==> config.mk <==
export PLATFORM = sky130hd
export DESIGN_NAME = somador_bist
export DESIGN_NICKNAME = d
export VERILOG_FILES = /design/src/rtl/somador_bist.sv
export SDC_FILE = /design/constraint.sdc
export NUM_CORES = 1
export LEC_CHECK = 0
export ABC_CLOCK_PERIOD_IN_PS = 1700
export CAP_MARGIN = 15
export CORE_UTILIZATION = 35
export CTS_CLUSTER_DIAMETER = 80
export CTS_CLUSTER_SIZE = 12
export DETAILED_ROUTE_END_ITERATION = 8
export PLACE_DENSITY_LB_ADDON = 0.15
export SKIP_CTS_REPAIR_TIMING = 1
export SYNTH_ARGS = -nofsm -noshare
export SYNTH_HDL_FRONTEND = slang
export SYNTH_SLANG_ARGS = --single-unit
==> constraint.sdc <==
create_clock -name clk -period 1.7 [get_ports clk]
set_input_delay 0.17 -clock clk [delete_from_list [all_inputs] [get_ports clk]]
set_output_delay 0.17 -clock clk [all_outputs]
set_load 0.005 [all_outputs]
==> src/rtl/somador_bist.sv <==
// Built-in self test for a 4-bit adder: LFSR-driven operands, result checking and error counting.
// Define SOMADOR_BIST_ERRLOG_EN to add first-failure capture ports (first_fail_a/b/y).
module somador_bist #(
    parameter int unsigned N_VECTORS   = 15,
    parameter logic [7:0]  SEED        = 8'hA5,
    parameter int unsigned WAIT_CYCLES = 1
) (
    input  logic       clk,
    input  logic       rst,
    input  logic       start,
    input  logic [4:0] resultado,
    output logic [3:0] num1,
    output logic [3:0] num2,
    output logic       busy,
    output logic       done,
    output logic       pass,
    output logic [3:0] err_count,
    output logic [7:0] vector_count
`ifdef SOMADOR_BIST_ERRLOG_EN
    ,
    output logic [3:0] first_fail_a,
    output logic [3:0] first_fail_b,
    output logic [4:0] first_fail_y
`endif
);

    typedef enum logic [2:0] {IDLE, DRIVE, WAIT, CHECK, DONE} state_t;

    localparam logic [7:0] SEED_EFF  = (SEED == 8'h00) ? 8'h01 : SEED;
    localparam logic [3:0] WAIT_LOAD = 4'(WAIT_CYCLES - 1);
    localparam logic [7:0] N_LAST    = 8'(N_VECTORS);

    state_t     state_q, state_d;
    logic [7:0] lfsr_q, lfsr_d;
    logic [3:0] num1_q, num1_d;
    logic [3:0] num2_q, num2_d;
    logic [4:0] expected_q, expected_d;
    logic [3:0] wait_cnt_q, wait_cnt_d;
    logic [3:0] err_count_q, err_count_d;
    logic [7:0] vector_count_q, vector_count_d;
    logic       busy_q, busy_d;
    logic       done_q, done_d;
    logic       pass_q, pass_d;
    logic       lfsr_fb;
    logic       launch;
`ifdef SOMADOR_BIST_ERRLOG_EN
    logic [3:0] ff_a_q, ff_a_d;
    logic [3:0] ff_b_q, ff_b_d;
    logic [4:0] ff_y_q, ff_y_d;
`endif

    assign lfsr_fb = lfsr_q[7] ^ lfsr_q[5] ^ lfsr_q[4] ^ lfsr_q[3];

    // done/busy are registered one cycle after entering DONE, so start is still ignored there
    assign launch = start && ((state_q == IDLE) || (state_q == DONE && !busy_q));

    always_comb begin
        state_d        = state_q;
        lfsr_d         = lfsr_q;
        num1_d         = num1_q;
        num2_d         = num2_q;
        expected_d     = expected_q;
        wait_cnt_d     = wait_cnt_q;
        err_count_d    = err_count_q;
        vector_count_d = vector_count_q;
        busy_d         = busy_q;
        done_d         = done_q;
        pass_d         = pass_q;
`ifdef SOMADOR_BIST_ERRLOG_EN
        ff_a_d         = ff_a_q;
        ff_b_d         = ff_b_q;
        ff_y_d         = ff_y_q;
`endif
        case (state_q)
            IDLE: ;
            DRIVE: begin
                num1_d     = lfsr_q[3:0];
                num2_d     = lfsr_q[7:4];
                expected_d = {1'b0, lfsr_q[3:0]} + {1'b0, lfsr_q[7:4]};
                wait_cnt_d = WAIT_LOAD;
                state_d    = WAIT;
            end
            WAIT: begin
                if (wait_cnt_q == 4'd0) begin
                    state_d = CHECK;
                end else begin
                    wait_cnt_d = wait_cnt_q - 4'd1;
                end
            end
            CHECK: begin
                if (resultado != expected_q) begin
                    if (err_count_q != 4'hF) begin
                        err_count_d = err_count_q + 4'd1;
                    end
`ifdef SOMADOR_BIST_ERRLOG_EN
                    if (err_count_q == 4'd0) begin
                        ff_a_d = num1_q;
                        ff_b_d = num2_q;
                        ff_y_d = resultado;
                    end
`endif
                end
                vector_count_d = vector_count_q + 8'd1;
                lfsr_d         = {lfsr_q[6:0], lfsr_fb};
                state_d        = (vector_count_d == N_LAST) ? DONE : DRIVE;
            end
            DONE: begin
                if (!done_q) begin
                    done_d = 1'b1;
                    busy_d = 1'b0;
                    pass_d = (err_count_q == 4'd0);
                end
            end
            default: state_d = IDLE;
        endcase

        if (launch) begin
            lfsr_d         = SEED_EFF;
            err_count_d    = 4'd0;
            vector_count_d = 8'd0;
            busy_d         = 1'b1;
            done_d         = 1'b0;
            pass_d         = 1'b0;
            state_d        = DRIVE;
`ifdef SOMADOR_BIST_ERRLOG_EN
            ff_a_d         = 4'd0;
            ff_b_d         = 4'd0;
            ff_y_d         = 5'd0;
`endif
        end
    end

    always_ff @(posedge clk) begin
        if (rst) begin
            state_q        <= IDLE;
            lfsr_q         <= SEED_EFF;
            num1_q         <= 4'd0;
            num2_q         <= 4'd0;
            expected_q     <= 5'd0;
            wait_cnt_q     <= 4'd0;
            err_count_q    <= 4'd0;
            vector_count_q <= 8'd0;
            busy_q         <= 1'b0;
            done_q         <= 1'b0;
            pass_q         <= 1'b0;
`ifdef SOMADOR_BIST_ERRLOG_EN
            ff_a_q         <= 4'd0;
            ff_b_q         <= 4'd0;
            ff_y_q         <= 5'd0;
`endif
        end else begin
            state_q        <= state_d;
            lfsr_q         <= lfsr_d;
            num1_q         <= num1_d;
            num2_q         <= num2_d;
            expected_q     <= expected_d;
            wait_cnt_q     <= wait_cnt_d;
            err_count_q    <= err_count_d;
            vector_count_q <= vector_count_d;
            busy_q         <= busy_d;
            done_q         <= done_d;
            pass_q         <= pass_d;
`ifdef SOMADOR_BIST_ERRLOG_EN
            ff_a_q         <= ff_a_d;
            ff_b_q         <= ff_b_d;
            ff_y_q         <= ff_y_d;
`endif
        end
    end

    assign num1         = num1_q;
    assign num2         = num2_q;
    assign busy         = busy_q;
    assign done         = done_q;
    assign pass         = pass_q;
    assign err_count    = err_count_q;
    assign vector_count = vector_count_q;
`ifdef SOMADOR_BIST_ERRLOG_EN
    assign first_fail_a = ff_a_q;
    assign first_fail_b = ff_b_q;
    assign first_fail_y = ff_y_q;
`endif

endmodule

======== After elaboration in Yosys (flattened, before gate mapping) ========
Index checks and enable logic that the tools add are counted.
cells by class
  add/sub/neg operators ................... 4
  equal/unequal tests ..................... 12
  muxes and demuxes ....................... 9
  bitwise operators ....................... 5
  reductions and logical operators ........ 17
operators by type and width
  cell                                                  count
  case mux 3 bit (4 select lines)                       1
  AND reduction 2 bit                                   5
  adder 8 x 1 -> 8 bit (second input constant)          1
  equality test 8 x 4 -> 1 bit (second input constant)  1
  zero test 4 bit                                       2
  case mux 4 bit (2 select lines)                       1
  equality test 3 x 2 -> 1 bit (second input constant)  2
  2-to-1 mux 3 bit                                      2
  adder 4 x 4 -> 5 bit                                  1
  != test 5 bit                                         1
  adder 4 x 1 -> 4 bit (second input constant)          1
  2-to-1 mux 1 bit                                      4
  2-to-1 mux 4 bit                                      1
  != test 2 x 1 -> 1 bit (second input constant)        2
  != test 2 bit (second input constant)                 2
  != test 4 bit (second input constant)                 1
  nonzero test 2 bit                                    2
  OR reduction 2 bit                                    2
  subtractor 4 x 1 -> 4 bit (second input constant)     1
  equality test 3 x 1 -> 1 bit (second input constant)  1
  equality test 3 bit (second input constant)           1
  zero test 3 bit                                       1
  != test 3 bit (second input constant)                 1
  AND reduction 3 bit                                   1
  other kinds (5)                                       9
storage, ports and cells
  flip-flop bits (word level) ............. 43
  input port bits ......................... 8
  output and inout bits ................... 23
  logic and storage cells ................. 59

======== Depth between registers and ports, before layout ========
  depth in word-level cells ............... 6
  mapped depth ............................ 7
  depth with buffers taken out ............ 7

======== Worst setup path after synthesis ========
No wires, ideal clock.
  path kind ............................... register to register
  start point ............................. register wait_cnt_q[0]
  end point ............................... register wait_cnt_q[0]
  library setup time ...................... 0.065 ns
  arrival time ............................ 1.465 ns
  required time ........................... 1.635 ns
  slack ................................... 0.170 ns
  stages on the path, launching flop included .. 7
  path buffers ............................ 0
  period minus slack after synthesis ...... 1.530 ns
  cells stage by stage .................... dfxtp_1 inv_1 ha_1 or3b_2 nand2_1 mux2_2 nor2_1
on the way
  longest elaborated chain between the ends .. 3
  elaborated cells between the ends (all ways) .. 6
  classes of those cells .................. 1 x add/sub; 1 x eq/ne; 2 x mux; 2 x reduce/logical
RTL lines
  item                                                                    RTL line  text
  start, declared                                                         38        logic [3:0] wait_cnt_q, wait_cnt_d;
  start signal, assigned                                                  157       wait_cnt_q <= wait_cnt_d;
  subtractor 4 x 1 -> 4 bit or zero test 4 bit (tied branches)            87, 84
  2-to-1 mux 4 bit or != test 2 bit (tied branches)                       n/a
  case mux 4 bit (2 select lines) or AND reduction 2 bit (tied branches)  n/a
Several ways; a longest one is shown, not always the timed one. The select of a mux whose other input is x is not followed.
A chain may end at the register's enable or synchronous reset.

======== Worst setup path after layout ========
  start point ............................. register wait_cnt_q[1]
  end point ............................... register wait_cnt_q[0]
on the way
  longest elaborated chain between the ends .. 3
RTL lines
  item                           RTL line  text
  zero test 4 bit                84        if (wait_cnt_q == 4'd0) begin
  != test 2 bit (no line)        n/a
  AND reduction 2 bit (no line)  n/a
No other way between the ends.

==> results_dict.tcl <==
set metrics [dict create \
    crit_path_max_fanout 5 \
    synth_seq_area_share_pct 40.83 \
    hold_violations 0 \
    crit_required_ps 1940 \
    cts_inserted_buffers 5 \
    diodes 0 \
    via_per_inst 4.924 \
    clock_latency_ps 300 \
    holdCritPathClass "flop to flop" \
    antenna_found_initial 0 \
    first_pass_iters 4 \
    drc 0 \
    finalWirelength_mm 4.445 \
    swShare_pct 28.29 \
    fin_crit_sh_pct 90.09 \
    grt_pass1_wl_mm 7.396 \
    final_common_cell "nand2_1" \
    syn2layout_area_growth_pct 22.73 \
    coreArea_sq_mm 0.005642 \
    syn-num-nets 268 \
    layout-drive-gt1-share_pct 8.421 \
    p_per_area_mw_per_mm2 821.8 \
    pin_count 31 \
    relSlewSlack_pct 76.29 \
    cts_tree "built" \
    fp.dieW_microns 79.61 \
    path_class "flop to flop" \
    initial_core_util_pct 37.37 \
    status "complete, no violations" \
    finalPower_mw 2.126 \
    tns_ps 0 \
    grt_pass1_vias 1604 \
    dp_cells 349 \
    core.rowCount 27 \
    fp.dieH_microns 79.61 \
    grtUsageTotal_pct 15.50 \
    dp_hpwl_mm 3.127 \
    reg2reg_slack_ps 170 \
    setup_viol 0 \
    gp_congestion 0.7339 \
    yosys_most_used_dff "dfxtp_1" \
    synth-edff-count 0 \
    rsz0062_at_grt "false" \
    finalCriticalPeriod_ps 1532 \
    cts-root-buf "clkbuf_8" \
    clockBufferDepth 2 \
    mostFrequentLayoutCells "nand2_1, dfxtp_1, clkdlybuf4s50_1" \
    synth_seq_cells 43 \
    antenna_left 0 \
    grt_overflow 0 \
    p_leak_nw 0.9614 \
    p_sw_mw 0.6016 \
    grt_max_degree 20 \
    async_reset_ff_share_pct 0 \
    ys_warn_count 0 \
    fin_worst_skew_ps 8.503 \
    drv_cap 0 \
    drt_iter0_markers 81 \
    avgSynthCellArea_sq_um 8.467 \
    synthCells 249 \
    synthesis.area_sq_mm 0.002108 \
    clock-sinks 43 \
    worst_ep_arrival_time_ps 1770 \
    vias 1758 \
    synth_cell_types 40 \
    clk_pin_slew_ps 80 \
    crit_path_end_kind "flop" \
    dieArea_sq_mm 0.006338 \
    io_buffers 30 \
    wire_per_inst_microns 12.45 \
    sequentialPowerShare_pct 52.3 \
    fmax_ghz 0.6529 \
    ir_worst_vdd_mv 0.3166 \
    htree_num_levels 2 \
    slew_viol_final 0 \
    p_int_mw 1.525 \
    pwr-share-clk_pct 30.3 \
    fin_nets 303 \
    tightest_slew_ps 354.8 \
    p_comb_share_pct 17.4 \
    cp-start-kind "flop" \
    final_cells 357 \
]
## cells in the mapped netlist (2+ instances only)
cell / instances / area [sq um]
buf_2: 5 / 25.02
nor2_1: 18 / 67.56
xor2_1: 14 / 122.6
o211ai_1: 3 / 22.52
inv_1: 9 / 33.78
or3b_2: 2 / 17.52
o21ai_0: 5 / 25.02
clkbuf_1: 2 / 7.510
ha_1: 10 / 125.1
nor2b_1: 3 / 18.77
nand3_1: 9 / 45.04
nand2b_1: 5 / 31.28
mux2i_1: 4 / 40.04
a21oi_1: 23 / 115.1
xnor2_1: 4 / 35.03
nand2_1: 47 / 176.4
dfxtp_1: 43 / 860.8
buf_4: 3 / 22.52
a211oi_1: 6 / 45.04
nor3_1: 7 / 35.03
nand4_1: 4 / 25.02
buf_6: 2 / 22.52
and3_1: 2 / 12.51
and2_1: 3 / 18.77
## layer usage
metal / wire, microns / track usage [%]
met3: 145 / 3.200
met5: 0 / 0
met4: 110 / 8.727
met1: 2261 / 20.22
met2: 1929 / 23.59
## state kept, by name (all words and copies together) (netlist names)
name          flops
busy              1
err_count         4
wait_cnt_q        4
lfsr_q            8
pass              1
expected_q        5
vector_count      8
done              1
num2              4
num1              4
state_q           3
## final timing paths
kind | start | end | cells after the start
setup / recovery | wait_cnt_q[1]$_SDFFE_PP0P_ | wait_cnt_q[0]$_SDFFE_PP0P_ | 6
hold / removal | num2[1]$_SDFFE_PP0P_ | num2[1]$_SDFFE_PP0P_ | 2
setup reg to reg | wait_cnt_q[1]$_SDFFE_PP0P_ | wait_cnt_q[0]$_SDFFE_PP0P_ | 6
hold reg to reg | num2[1]$_SDFFE_PP0P_ | num2[1]$_SDFFE_PP0P_ | 2
## through the flow
stage,utilization (%),cell area [sq um],setup slack [ps],hold slack [ps]
finish,45.86,2587,168.5,456.3
global route,45.86,2587,8.228,485.3
CTS,45.75,2581,81.28,461.9
detailed placement,44.24,2496,99.78,449.9
global placement,44.24,2496,131.0,445.6
floorplan,-,2108,170.1,365.4
## worst max-delay path, cell delays in order, from the launching register on
cell	delay (ps)
dfxtp_1	320
inv_1	100
ha_1	150
or3b_4	400
nand2_1	100
mux2_2	330
nor2_1	80
## cell type report
| type | instances | area [sq um] |
|---|---|---|
| clock buffers | 6 | 72.57 |
| clock inverters | 2 | 12.51 |
| fillers | 560 | 3054 |
| inverters | 9 | 33.78 |
| multi-input cells | 185 | 1142 |
| flip-flops and latches | 43 | 860.8 |
| well taps | 72 | 90.09 |
| repair buffers | 40 | 375.4 |
## kinds of logic after synthesis
kind of cell / count (synthesis) / synth area share (%)
xor+xnor: 18 / 7.478
simple gates: 108 / 24.75
buf+inv: 21 / 5.282
compound gates: 43 / 12.34
flops: 43 / 40.83
fa+ha+maj: 11 / 6.884
mux: 5 / 2.433
## power by group through the flow
stage | clock network (mW) | logic [mW] | registers (mW)
global route | 0.707 | 0.425 | 1.12
floorplan | 0 | 0.260 | 1.12
global placement | 0 | 0.373 | 1.14
finish | 0.643 | 0.370 | 1.11
detailed placement | 0 | 0.373 | 1.14
CTS | 0.671 | 0.375 | 1.11
(Power assumes the default switching activity.)
